File: src/rtl/pipe_hazard_ctrl.sv
// Pipeline hazard controller: per-stage write scoreboard behind ID, RAW detection,
// stall/bubble/flush generation and optional operand-forward selects.
module pipe_hazard_ctrl #(
   parameter int N_STAGES       = 3,
   parameter int ADDR_W         = 5,
   parameter int FWD_EN         = 0,
   parameter int REDIRECT_STAGE = 1,
   parameter int CNT_W          = 16,
   parameter int SEL_W          = 2
) (
   input  logic                clk,
   input  logic                arst_n,
   input  logic                enable,
   input  logic                id_valid,
   input  logic [ADDR_W-1:0]   id_raddr_1,
   input  logic [ADDR_W-1:0]   id_raddr_2,
   input  logic                id_uses_1,
   input  logic                id_uses_2,
   input  logic                id_reg_write,
   input  logic [ADDR_W-1:0]   id_waddr,
   input  logic                id_mem_read,
   input  logic                redirect,
   output logic                stall,
   output logic                bubble,
   output logic                flush_if_id,
   output logic [N_STAGES-1:0] stage_valid,
   output logic [SEL_W-1:0]    fwd_sel_1,
   output logic [SEL_W-1:0]    fwd_sel_2,
   output logic [CNT_W-1:0]    stall_count
);

   logic [N_STAGES-1:0] r_v;
   logic [N_STAGES-1:0] r_wr;
   logic [N_STAGES-1:0] r_ld;
   logic [ADDR_W-1:0]   r_wa [N_STAGES];
   logic [CNT_W-1:0]    r_cnt;

   logic [N_STAGES-1:0] w_m1;
   logic [N_STAGES-1:0] w_m2;
   logic [SEL_W-1:0]    w_sel_1;
   logic [SEL_W-1:0]    w_sel_2;
   logic                w_hz;

   // Register 0 is hardwired, so a pending write to it never creates a dependency.
   always_comb begin
      w_m1 = '0;
      w_m2 = '0;
      for (int i = 0; i < N_STAGES; i++) begin
         w_m1[i] = r_v[i] & r_wr[i] & (r_wa[i] != '0) & (r_wa[i] == id_raddr_1)
                   & id_uses_1 & id_valid;
         w_m2[i] = r_v[i] & r_wr[i] & (r_wa[i] != '0) & (r_wa[i] == id_raddr_2)
                   & id_uses_2 & id_valid;
      end
   end

   // Scan oldest to youngest so the youngest producer wins.
   always_comb begin
      w_sel_1 = '0;
      w_sel_2 = '0;
      for (int i = N_STAGES - 1; i >= 0; i--) begin
         if (w_m1[i]) w_sel_1 = SEL_W'(i + 1);
         if (w_m2[i]) w_sel_2 = SEL_W'(i + 1);
      end
   end

   always_comb begin
      w_hz      = 1'b0;
      fwd_sel_1 = '0;
      fwd_sel_2 = '0;
      if (FWD_EN != 0) begin
         // Only a load sitting in EX cannot be forwarded in time.
         w_hz      = r_ld[0] & (w_m1[0] | w_m2[0]);
         fwd_sel_1 = w_sel_1;
         fwd_sel_2 = w_sel_2;
      end else begin
         w_hz      = |{w_m1, w_m2};
      end
   end

   assign stall       = w_hz & ~redirect;
   assign bubble      = w_hz | redirect;
   assign flush_if_id = redirect;
   assign stage_valid = r_v;
   assign stall_count = r_cnt;

   always_ff @(posedge clk or negedge arst_n) begin
      if (!arst_n) begin
         r_v   <= '0;
         r_wr  <= '0;
         r_ld  <= '0;
         r_cnt <= '0;
         for (int i = 0; i < N_STAGES; i++) r_wa[i] <= '0;
      end else if (enable) begin
         r_v[0]  <= id_valid & ~w_hz & ~redirect;
         r_wr[0] <= id_reg_write;
         r_ld[0] <= id_mem_read;
         r_wa[0] <= id_waddr;
         // Everything younger than the resolving branch is on the wrong path.
         for (int i = 1; i < N_STAGES; i++) begin
            r_v[i]  <= r_v[i-1] & ~(redirect & (i <= REDIRECT_STAGE));
            r_wr[i] <= r_wr[i-1];
            r_ld[i] <= r_ld[i-1];
            r_wa[i] <= r_wa[i-1];
         end
         if (stall && (r_cnt != '1)) r_cnt <= r_cnt + 1'b1;
      end
   end

endmodule

File: config.mk
export PLATFORM = sky130hd
export DESIGN_NAME = pipe_hazard_ctrl
export DESIGN_NICKNAME = d
export VERILOG_FILES = /design/src/rtl/pipe_hazard_ctrl.sv
export SDC_FILE = /design/constraint.sdc
export NUM_CORES = 1
export LEC_CHECK = 0
export CORE_MARGIN = 3
export CORE_UTILIZATION = 53
export DETAILED_ROUTE_END_ITERATION = 12
export GPL_ROUTABILITY_DRIVEN = 0
export HOLD_SLACK_MARGIN = 0.02
export PLACE_DENSITY = 0.95
export SLEW_MARGIN = 20
export SYNTH_ARGS = -nofsm -noshare
export SYNTH_HDL_FRONTEND = slang
export SYNTH_SLANG_ARGS = --single-unit
File: constraint.sdc
create_clock -name clk -period 5.8 [get_ports clk]
set_input_delay 1.16 -clock clk [delete_from_list [all_inputs] [get_ports clk]]
set_output_delay 1.16 -clock clk [all_outputs]
set_load 0.05 [all_outputs]
==> impl_metrics.json, run 1 <==
{
  "layout_common_cells": "44 x clkdlybuf4s50_1, 37 x dfrtp_1, 24 x xnor2_1, 21 x xor2_1, 19 x mux2_2",
  "sw_ratio_pct": 26.1,
  "detailedRoute.firstPassIterationCount": 4,
  "chipWidth_um": 68.9,
  "routed_via_density": 5.39,
  "maxCapViolations": 0,
  "tritoncts_buffers": 5,
  "numPortBuffers": 44,
  "cts_repair_resize_count": 0,
  "final_nets": 258,
  "placementRows": 22,
  "critical_path.slowest_cell": "clkdlybuf4s50_1",
  "worstPathRequired_ps": 4640,
  "run_status": "complete, no violations",
  "p_seq_share_pct": 44.8,
  "cp.arrival_ps": 3730,
  "final_setup_violating_endpoints": 0,
  "syn_area_per_cell_um2": 11.3,
  "grt_antenna_before_repair": 0,
  "htree_levels": 2,
  "synth_top_area_share_pct": 44.2,
  "crit_path_start_kind": "input port",
  "power.clock.fraction_pct": 37.6,
  "worst_margin_slew_ps": 909,
  "synth_seq_area_share_pct": 44.2,
  "multi_input_area_um2": 1120,
  "synth_cells": 185,
  "drt_first_iter_violations": 111,
  "synth-async-reset-ratio_pct": 100,
  "timing.reg2reg.worst_path_depth": 6,
  "globalRouteTotalUtil_pct": 20.5,
  "grt_pass1_vias": 1479,
  "cp_max_fo": 4,
  "synth_largest_area_cell": "dfrtp_1",
  "place_worst_setup_slack_ps": 926,
  "yosys_warnings": 0,
  "cellLeakagePower_nw": 1.13,
  "yosys_register_bits": 37,
  "cts.path.max_buffers": 2,
  "synth_enable_flop_cells": 0,
  "leading_register_cell_type_out_of_synthesis": "dfrtp_1",
  "area.sequential_um2": 926,
  "ioPinCount": 50,
  "final_hold_viol_count": 0,
  "final_max_slew_viol_count": 0,
  "die_h_um": 68.9,
  "total_drc_errors_in_the_routed_layout": 0,
  "met2_wire_len_um": 1980,
  "cts_sinks": 37,
  "floorplan.die_area_um2": 4740,
  "crit_path_start": "id_raddr_1[2]",
  "clk_latency_ps": 290,
  "tns_ps": 0,
  "vias": 1521,
  "antennaDiodeCount": 0,
  "p_switching_mw": 0.181,
  "post-cts-setup-buffer-count": 0,
  "post_synth_instance_area_um2": 2100,
  "slew_headroom_pct": 39.2,
  "layout_min_cycle_time_ps": 4890,
  "grt_first_pass_wirelength_um": 7040,
  "grt-ovfl-total": 0,
  "maxUsedRoutingLayer": "met4",
  "crit_path_end": "stall",
  "rr_startpoint": "r_wa[13]",
  "syn2layout_area_growth_pct": 29.0,
  "crit_path_frequent_cell": "clkdlybuf4s50_1",
  "drive_gt1_share_pct": 17.1,
  "met1_length_um": 1920,
  "power-per-cell-area_nw_per_um2": 256,
  "cts.reportedPaths.clkPinSlew_ps": 70,
  "nFillCells": 286,
  "core_area_um2": 3740,
  "min-delay-path-class": "flop to flop",
  "dpl.hpwl_um": 3230,
  "postRouteAntennaNets": 0,
  "synth_cell_types": 36,
  "avgRoutedWirePerCell_um": 15.2,
  "initial_core_util_pct": 56.0,
  "cells_along_the_critical_path": "clkdlybuf4s50_1, xnor2_1, nand4_1, or3_1, a21oi_4, nor3_1, nor2_1, clkdlybuf4s50_1",
  "fmax_mhz": 205,
  "cts_hold_buffers": 0,
  "p_int_mw": 0.511,
  "layout_worst_path_cycle_share_pct": 84.2,
  "tritoncts": "built",
  "met3WireLength_um": 264,
  "finalClockSkew_ps": 6.06,
  "routed_wl_um": 4280,
  "endpoint_kind": "primary output",
  "max_stage_delay_ps": 800,
  "path_class": "input port to primary output",
  "vdd_ir_drop_max_uv": 172,
  "yosys-top-cells-area": "dfrtp_1 44%, mux2_2 10%, xnor2_1 10%, xor2_1 8.8%, nand2_1 2.7%",
  "mostFrequentLayoutCell": "clkdlybuf4s50_1",
  "grt_start_max_net_pins": 38,
  "rsz0062_at_grt": "false",
  "cts_root_buffer": "clkbuf_8",
  "timing.final.ws_setup_ps": 914,
  "r2r_slack_ps": 3710,
  "power.share.combinational_pct": 17.7,
  "end_of_the_worst_register_to_register_path": "stall_count[1]"
}
-- sequential cells by signal (all words and copies together), names as in the netlist --
register / count
stage_valid: 3
r_wa: 15
r_wr: 3
stall_count: 16
-- metal layers --
metal,global-route usage [%],up-vias
met4,7.06,0
met2,31.8,50
met3,5.35,10
met1,27.8,729
met5,0,-
li1,-,732
-- cells by family (layout without fill, tap and decap cells) --
logic type | count (synthesis) | in the layout | share of synthesized area, %
AOI/OAI and AO/OA | 11 | 11 | 7.16
xor gates and xnor gates | 45 | 45 | 18.8
adders and majority gates | 1 | 1 | 0.597
buffers and inverters | 12 | 58 | 3.05
DFF | 37 | 37 | 44.2
muxes | 20 | 20 | 10.9
other | 1 | 4 | 0.179
and+or+nand+nor | 58 | 58 | 15.1
-- synth_stat cells (2+ instances only) --
library cell  instances
dfrtp_1              37
nor2_1                7
nand4_1               8
or3_1                 2
xnor2_1              24
buf_4                 5
nor4_1                3
mux2_2               19
nand3_1               4
buf_1                 2
nor3_1                9
xor2_1               21
inv_1                 5
nand2_1              15
and3_1                3
-- how the worst min path moves through the flow --
stage,startpoint,to,slack [ps],cells past startpoint
4_1_cts,stall_count[13],stall_count[13],500,1
3_3_place_gp,stall_count[6],stall_count[6],480,1
3_5_place_dp,stall_count[13],stall_count[13],490,1
2_1_floorplan,r_wr[2],r_wr[2],480,1
6_report,stall_count[13],stall_count[13],500,1
5_1_grt,stall_count[14],stall_count[14],520,1
-- final cells by class --
type                            instances  share of cell area (%)
Timing Repair Buffer                   45                    16.6
Tap cell                               48                    2.22
Multi-Input combinational cell        139                    41.3
Clock buffer                            5                    2.55
Sequential cell                        37                    34.2
Inverter                                5                   0.694
Clock inverter                          3                    2.41
-- power groups by stage --
stage / Combinational [mW] / Sequential, mW / Clock, mW
CTS: 0.123 / 0.310 / 0.262
floorplan: 0.0733 / 0.316 / 0
global placement: 0.118 / 0.313 / 0
detailed placement: 0.121 / 0.314 / 0
finish: 0.122 / 0.310 / 0.260
global route: 0.132 / 0.314 / 0.275
-- worst max-delay path: cells and delay by family --
kind                   cells  cell delay [ps]
AND/OR/NAND/NOR            4              810
buffers and inverters      2             1360
XOR/XNOR                   1              150
AO/OA/AOI/OAI              1              230
-- metrics by stage --
stage	hold WS, ps	cells	util, %	power (mW)	instance area [um2]
2_1_floorplan	481	188	-	0.389	2110
3_3_place_gp	479	274	68.6	0.431	2570
3_5_place_dp	485	274	68.6	0.436	2570
4_1_cts	499	282	72.2	0.695	2700
5_1_grt	516	282	72.2	0.721	2700
6_report	497	282	72.2	0.692	2700
Note: power is estimated with default switching activity, not from simulation.
==> inputs of run 2 (changes only) <==
CORE_UTILIZATION = 45   (was 53)
PLACE_DENSITY = 0.87   (was 0.95)
clock period = 4.4 ns   (was 5.8 ns; I/O delays follow)
==> run 2 against run 1 <==
  * First-iteration DRC count shrank 48%
  * Critical path depth unchanged
  * Via count shrank 0.92%
  * Worst setup slack got worse by 230 ps
  * Largest cell class unchanged
==> impl_metrics.json, run 2 (synthesis results as in run 1) <==
{
  "run_status": "complete, no violations",
  "drive_gt1_share_pct": 18.3,
  "cp_top_family": "simple AND/OR/NAND/NOR gates",
  "cts_hold_buffers": 0,
  "clk_latency_ps": 290,
  "timing.reg2reg.worst_path_depth": 7,
  "cellLeakagePower_nw": 1.13,
  "path_buf_inv": 2,
  "mostFrequentLayoutCell": "clkdlybuf4s50_1",
  "layout_common_cells": "42 x clkdlybuf4s50_1, 37 x dfrtp_1, 24 x xnor2_1, 21 x xor2_1, 19 x mux2_2",
  "grt_pass1_vias": 1560,
  "cts_repair_resize_count": 0,
  "cts.reportedPaths.clkPinSlew_ps": 70,
  "cts_root_buffer": "clkbuf_8",
  "routed_wl_um": 4160,
  "tritoncts_buffers": 5,
  "power-per-cell-area_nw_per_um2": 308,
  "layout_worst_path_cycle_share_pct": 84.5,
  "initial_core_util_pct": 47.5,
  "finalClockSkew_ps": 4.97,
  "maxUsedRoutingLayer": "met4",
  "max_stage_delay_ps": 560,
  "worst_margin_slew_ps": 501,
  "grt-ovfl-total": 0,
  "routed_via_density": 5.25,
  "worstPathRequired_ps": 3520,
  "crit_path_start": "id_raddr_2[2]",
  "rsz0062_at_grt": "false",
  "final_nets": 259,
  "met3WireLength_um": 258,
  "grt_antenna_before_repair": 0,
  "fmax_mhz": 269,
  "rr_startpoint": "r_wa[12]",
  "ioPinCount": 50,
  "critical_path.slowest_cell": "clkdlybuf4s50_1",
  "startpoint_of_the_most_critical_hold_path": "stall_count[10]",
  "path_class": "input port to primary output",
  "drt_first_iter_violations": 58,
  "timing.final.ws_setup_ps": 681,
  "cells_along_the_critical_path": "clkdlybuf4s50_1, xnor2_1, nand4_1, or3_1, a21oi_4, nor3_1, nor2_1, buf_4",
  "cts.path.max_buffers": 2,
  "antennaDiodeCount": 0,
  "chipWidth_um": 74.2,
  "placementRows": 24,
  "grt_first_pass_wirelength_um": 7040,
  "cp_max_fo": 4,
  "detailedRoute.firstPassIterationCount": 4,
  "met1_length_um": 1890,
  "grt_start_max_net_pins": 38,
  "layout_min_cycle_time_ps": 3720,
  "tritoncts": "built",
  "post-cts-setup-buffer-count": 0,
  "slew_headroom_pct": 66.5,
  "met2_wire_len_um": 1940,
  "dpl.hpwl_um": 3230,
  "crit_path_start_kind": "input port",
  "total_drc_errors_in_the_routed_layout": 0,
  "tns_ps": 0,
  "final_max_slew_viol_count": 0,
  "core_area_um2": 4410,
  "number_of_flip_flops_in_the_largest_register": 16,
  "postRouteAntennaNets": 0,
  "htree_levels": 2,
  "cp_num_cells": 8,
  "utilization_pct": 60.7,
  "globalRouteTotalUtil_pct": 17.1,
  "numPlacedInstances": 279,
  "cp.arrival_ps": 2840,
  "place_worst_setup_slack_ps": 686,
  "min-delay-path-class": "flop to flop",
  "post_layout_nonfiller_instances": 287,
  "cts_sinks": 37,
  "endpoint_kind": "primary output",
  "floorplan.die_area_um2": 5510,
  "whs_path_depth": 1,
  "final_hold_viol_count": 0,
  "syn2layout_area_growth_pct": 27.8,
  "avgRoutedWirePerCell_um": 14.5,
  "die_h_um": 74.2,
  "numPortBuffers": 44,
  "vias": 1507,
  "final_setup_violating_endpoints": 0,
  "maxCapViolations": 0,
  "vdd_ir_drop_max_uv": 151
}
[run 2: cell count changes in the layout (fill, tap and decap cells not counted), sizes merged]
| cell | change |
|---|---|
| clkdlybuf4s50 | -2 |
| buf | +3 |
| clkbuf | +2 |
| bufinv | -2 |
[run 2: final timing paths]
path	slack (ps)	to
worst min register to register	490	stall_count[10]
worst min-delay path	490	stall_count[10]
worst max register to register	2310	stall_count[12]
max in group asynchronous	3080	stall_count[3]
min in group asynchronous	1010	stall_count[5]
worst max-delay path	680	stall
[run 2: per-stage QoR]
step                      power [mW]  hold WS, ps  instance area [um2]
final                          0.826          491                 2680
after global routing           0.862          512                 2680
after CTS                      0.835          498                 2680
after detailed placement       0.573          488                 2580
after global placement         0.569          481                 2580
after floorplan                0.513          481                 2110
[run 2: per-layer routing]
| metal | vias to the layer above | GRT usage (%) |
|---|---|---|
| met5 | - | 0 |
| met1 | 720 | 22.3 |
| met4 | 0 | 7.51 |
| li1 | 735 | - |
| met3 | 6 | 4.59 |
| met2 | 46 | 26.7 |
[run 2: layout make-up]
class	count	area (um2)
fillers	362	1740
multi-input cells	139	1120
flip-flops and latches	37	926
repair buffers	46	450
clock buffers	7	96.3
well taps	52	65.1
inverters	5	18.8
clock inverters	1	5.00
[run 2: where the power goes]
group          total [mW]  switching [mW]  internal [mW]  leakage [nW]
Combinational       0.158          0.0772         0.0812         0.610
Sequential          0.409          0.0408          0.368         0.464
Clock               0.259           0.117          0.141        0.0542
Total               0.826           0.235          0.591          1.13
==> inputs of run 3 (changes only) <==
clock period = 3.3 ns   (was 4.4 ns; I/O delays follow)
==> run 3 against run 2 <==
  * Wire length increased by 4.2%
  * Non-clock buffer count rose by 4
  * Total power grew 30%
  * Cell area increased by 1.8%
  * Clock skew barely moved
  * Sequential power up 33%
  * Die area is the same
==> impl_metrics.json, run 3 (synthesis results as in run 1) <==
{
  "routed_wl_um": 4340,
  "grt_pass1_vias": 1540,
  "finalClockSkew_ps": 4.90,
  "dpl.hpwl_um": 3270,
  "final_max_slew_viol_count": 0,
  "sw_ratio_pct": 28.6,
  "power-per-cell-area_nw_per_um2": 394,
  "p_int_mw": 0.767,
  "placementRows": 24,
  "vdd_ir_drop_max_uv": 220,
  "numPortBuffers": 44,
  "cp_max_fo": 4,
  "utilization_pct": 61.8,
  "ioPinCount": 50,
  "critical_path.slowest_cell": "clkdlybuf4s50_1",
  "power.share.combinational_pct": 20.1,
  "max_stage_delay_ps": 550,
  "p_switching_mw": 0.307,
  "final_hold_viol_count": 0,
  "worst_margin_slew_ps": 502,
  "tritoncts": "built",
  "globalRouteTotalUtil_pct": 17.3,
  "grt_antenna_before_repair": 0,
  "drive_gt1_share_pct": 19.7,
  "die_h_um": 74.2,
  "power.clock.fraction_pct": 29.2,
  "maxCapViolations": 0,
  "avgRoutedWirePerCell_um": 15.0,
  "grt_start_max_net_pins": 38,
  "mostFrequentLayoutCell": "clkdlybuf4s50_1",
  "min-delay-path-class": "flop to flop",
  "rsz0062_at_grt": "false",
  "postRouteAntennaNets": 0,
  "report.power.total_mw": 1.07,
  "cp.arrival_ps": 2560,
  "layout_common_cells": "42 x clkdlybuf4s50_1, 37 x dfrtp_1, 24 x xnor2_1, 21 x xor2_1, 19 x mux2_2",
  "run_status": "complete, no violations",
  "detailedRoute.firstPassIterationCount": 5,
  "final_nets": 263,
  "chipWidth_um": 74.2,
  "cts.path.max_buffers": 2,
  "cts.reportedPaths.clkPinSlew_ps": 70,
  "fmax_mhz": 310,
  "crit_path_start_kind": "input port",
  "path_class": "input port to primary output",
  "routed_via_density": 5.36,
  "total_drc_errors_in_the_routed_layout": 0,
  "layout_min_cycle_time_ps": 3220,
  "core_area_um2": 4410,
  "worstPathRequired_ps": 2640,
  "drt_first_iter_violations": 119,
  "endpoint_kind": "primary output",
  "cellLeakagePower_nw": 1.15,
  "initial_core_util_pct": 47.5,
  "grt_first_pass_wirelength_um": 7210,
  "tns_ps": 0,
  "antennaDiodeCount": 0,
  "clk_latency_ps": 280,
  "final_setup_violating_endpoints": 0,
  "p_seq_share_pct": 50.7,
  "syn2layout_area_growth_pct": 30.1,
  "grt-ovfl-total": 0,
  "slew_headroom_pct": 66.4,
  "tritoncts_buffers": 5,
  "layout_worst_path_cycle_share_pct": 97.7,
  "vias": 1553,
  "number_of_flip_flops_in_the_largest_register": 16,
  "cts_root_buffer": "clkbuf_8",
  "cts_sinks": 37,
  "cells_along_the_critical_path": "clkdlybuf4s50_1, xnor2_1, nand4_1, o41ai_4, nor3_2, nor2_2, buf_12",
  "htree_levels": 2,
  "floorplan.die_area_um2": 5510
}
-- run 3: layer usage --
metal | vias up | track usage [%] | part of all wire (%)
met2 | 51 | 28.3 | 49
li1 | 740 | - | -
met1 | 754 | 22.3 | 44
met4 | 0 | 7.51 | 1.9
met3 | 8 | 3.51 | 5.0
met5 | - | 0 | 0
-- run 3: final timing paths --
check / start / end / slack, ps / cells past startpoint
setup / recovery: id_raddr_1[0] / stall / 80 / 7
hold / removal: stall_count[6] / stall_count[6] / 500 / 1
setup reg to reg: r_wa[12] / stall_count[9] / 1120 / 7
hold reg to reg: stall_count[6] / stall_count[6] / 500 / 1
max in group asynchronous: arst_n / r_wa[14] / 2170 / 2
min in group asynchronous: arst_n / r_wa[13] / 790 / 2
-- run 3: metrics by stage --
step	hold WS (ps)	setup WS (ps)	cell area [um2]	std cells
after floorplan	364	384	2110	188
after detailed placement	487	35.7	2620	281
after global placement	482	99.2	2620	281
after CTS	501	35.7	2700	288
final	496	77.5	2730	290
after global routing	518	2.67	2730	290
-- run 3: area by class of cell --
class                      instances  area [um2]
clock buffer                       7        86.3
sequential                        37         926
tap                               52        65.1
timing repair buffer              50         505
inverter                           5        18.8
fill                             360        1690
multi-input combinational        139        1120
-- run 3: critical path, delay by kind of cell --
family / cells / cell delay (ps)
buffers and inverters: 2 / 700
AOI/OAI and AO/OA: 1 / 550
xor gates and xnor gates: 1 / 150
and+or+nand+nor: 3 / 490
-- run 3: timing repair --
item / in CTS / in global routing
hold buffers: 0 / 0
buffers inserted: 0 / 2
gates resized for setup: 0 / 2
endpoints found under the setup margin: 0 / 1
endpoints found under the hold margin: 0 / 0
-- run 3: power groups by stage --
stage / Sequential [mW] / Combinational, mW / Clock [mW]
floorplan: 0.555 / 0.129 / 0
global placement: 0.550 / 0.211 / 0
detailed placement: 0.552 / 0.216 / 0
CTS: 0.545 / 0.217 / 0.323
global route: 0.553 / 0.233 / 0.338
finish: 0.545 / 0.216 / 0.313
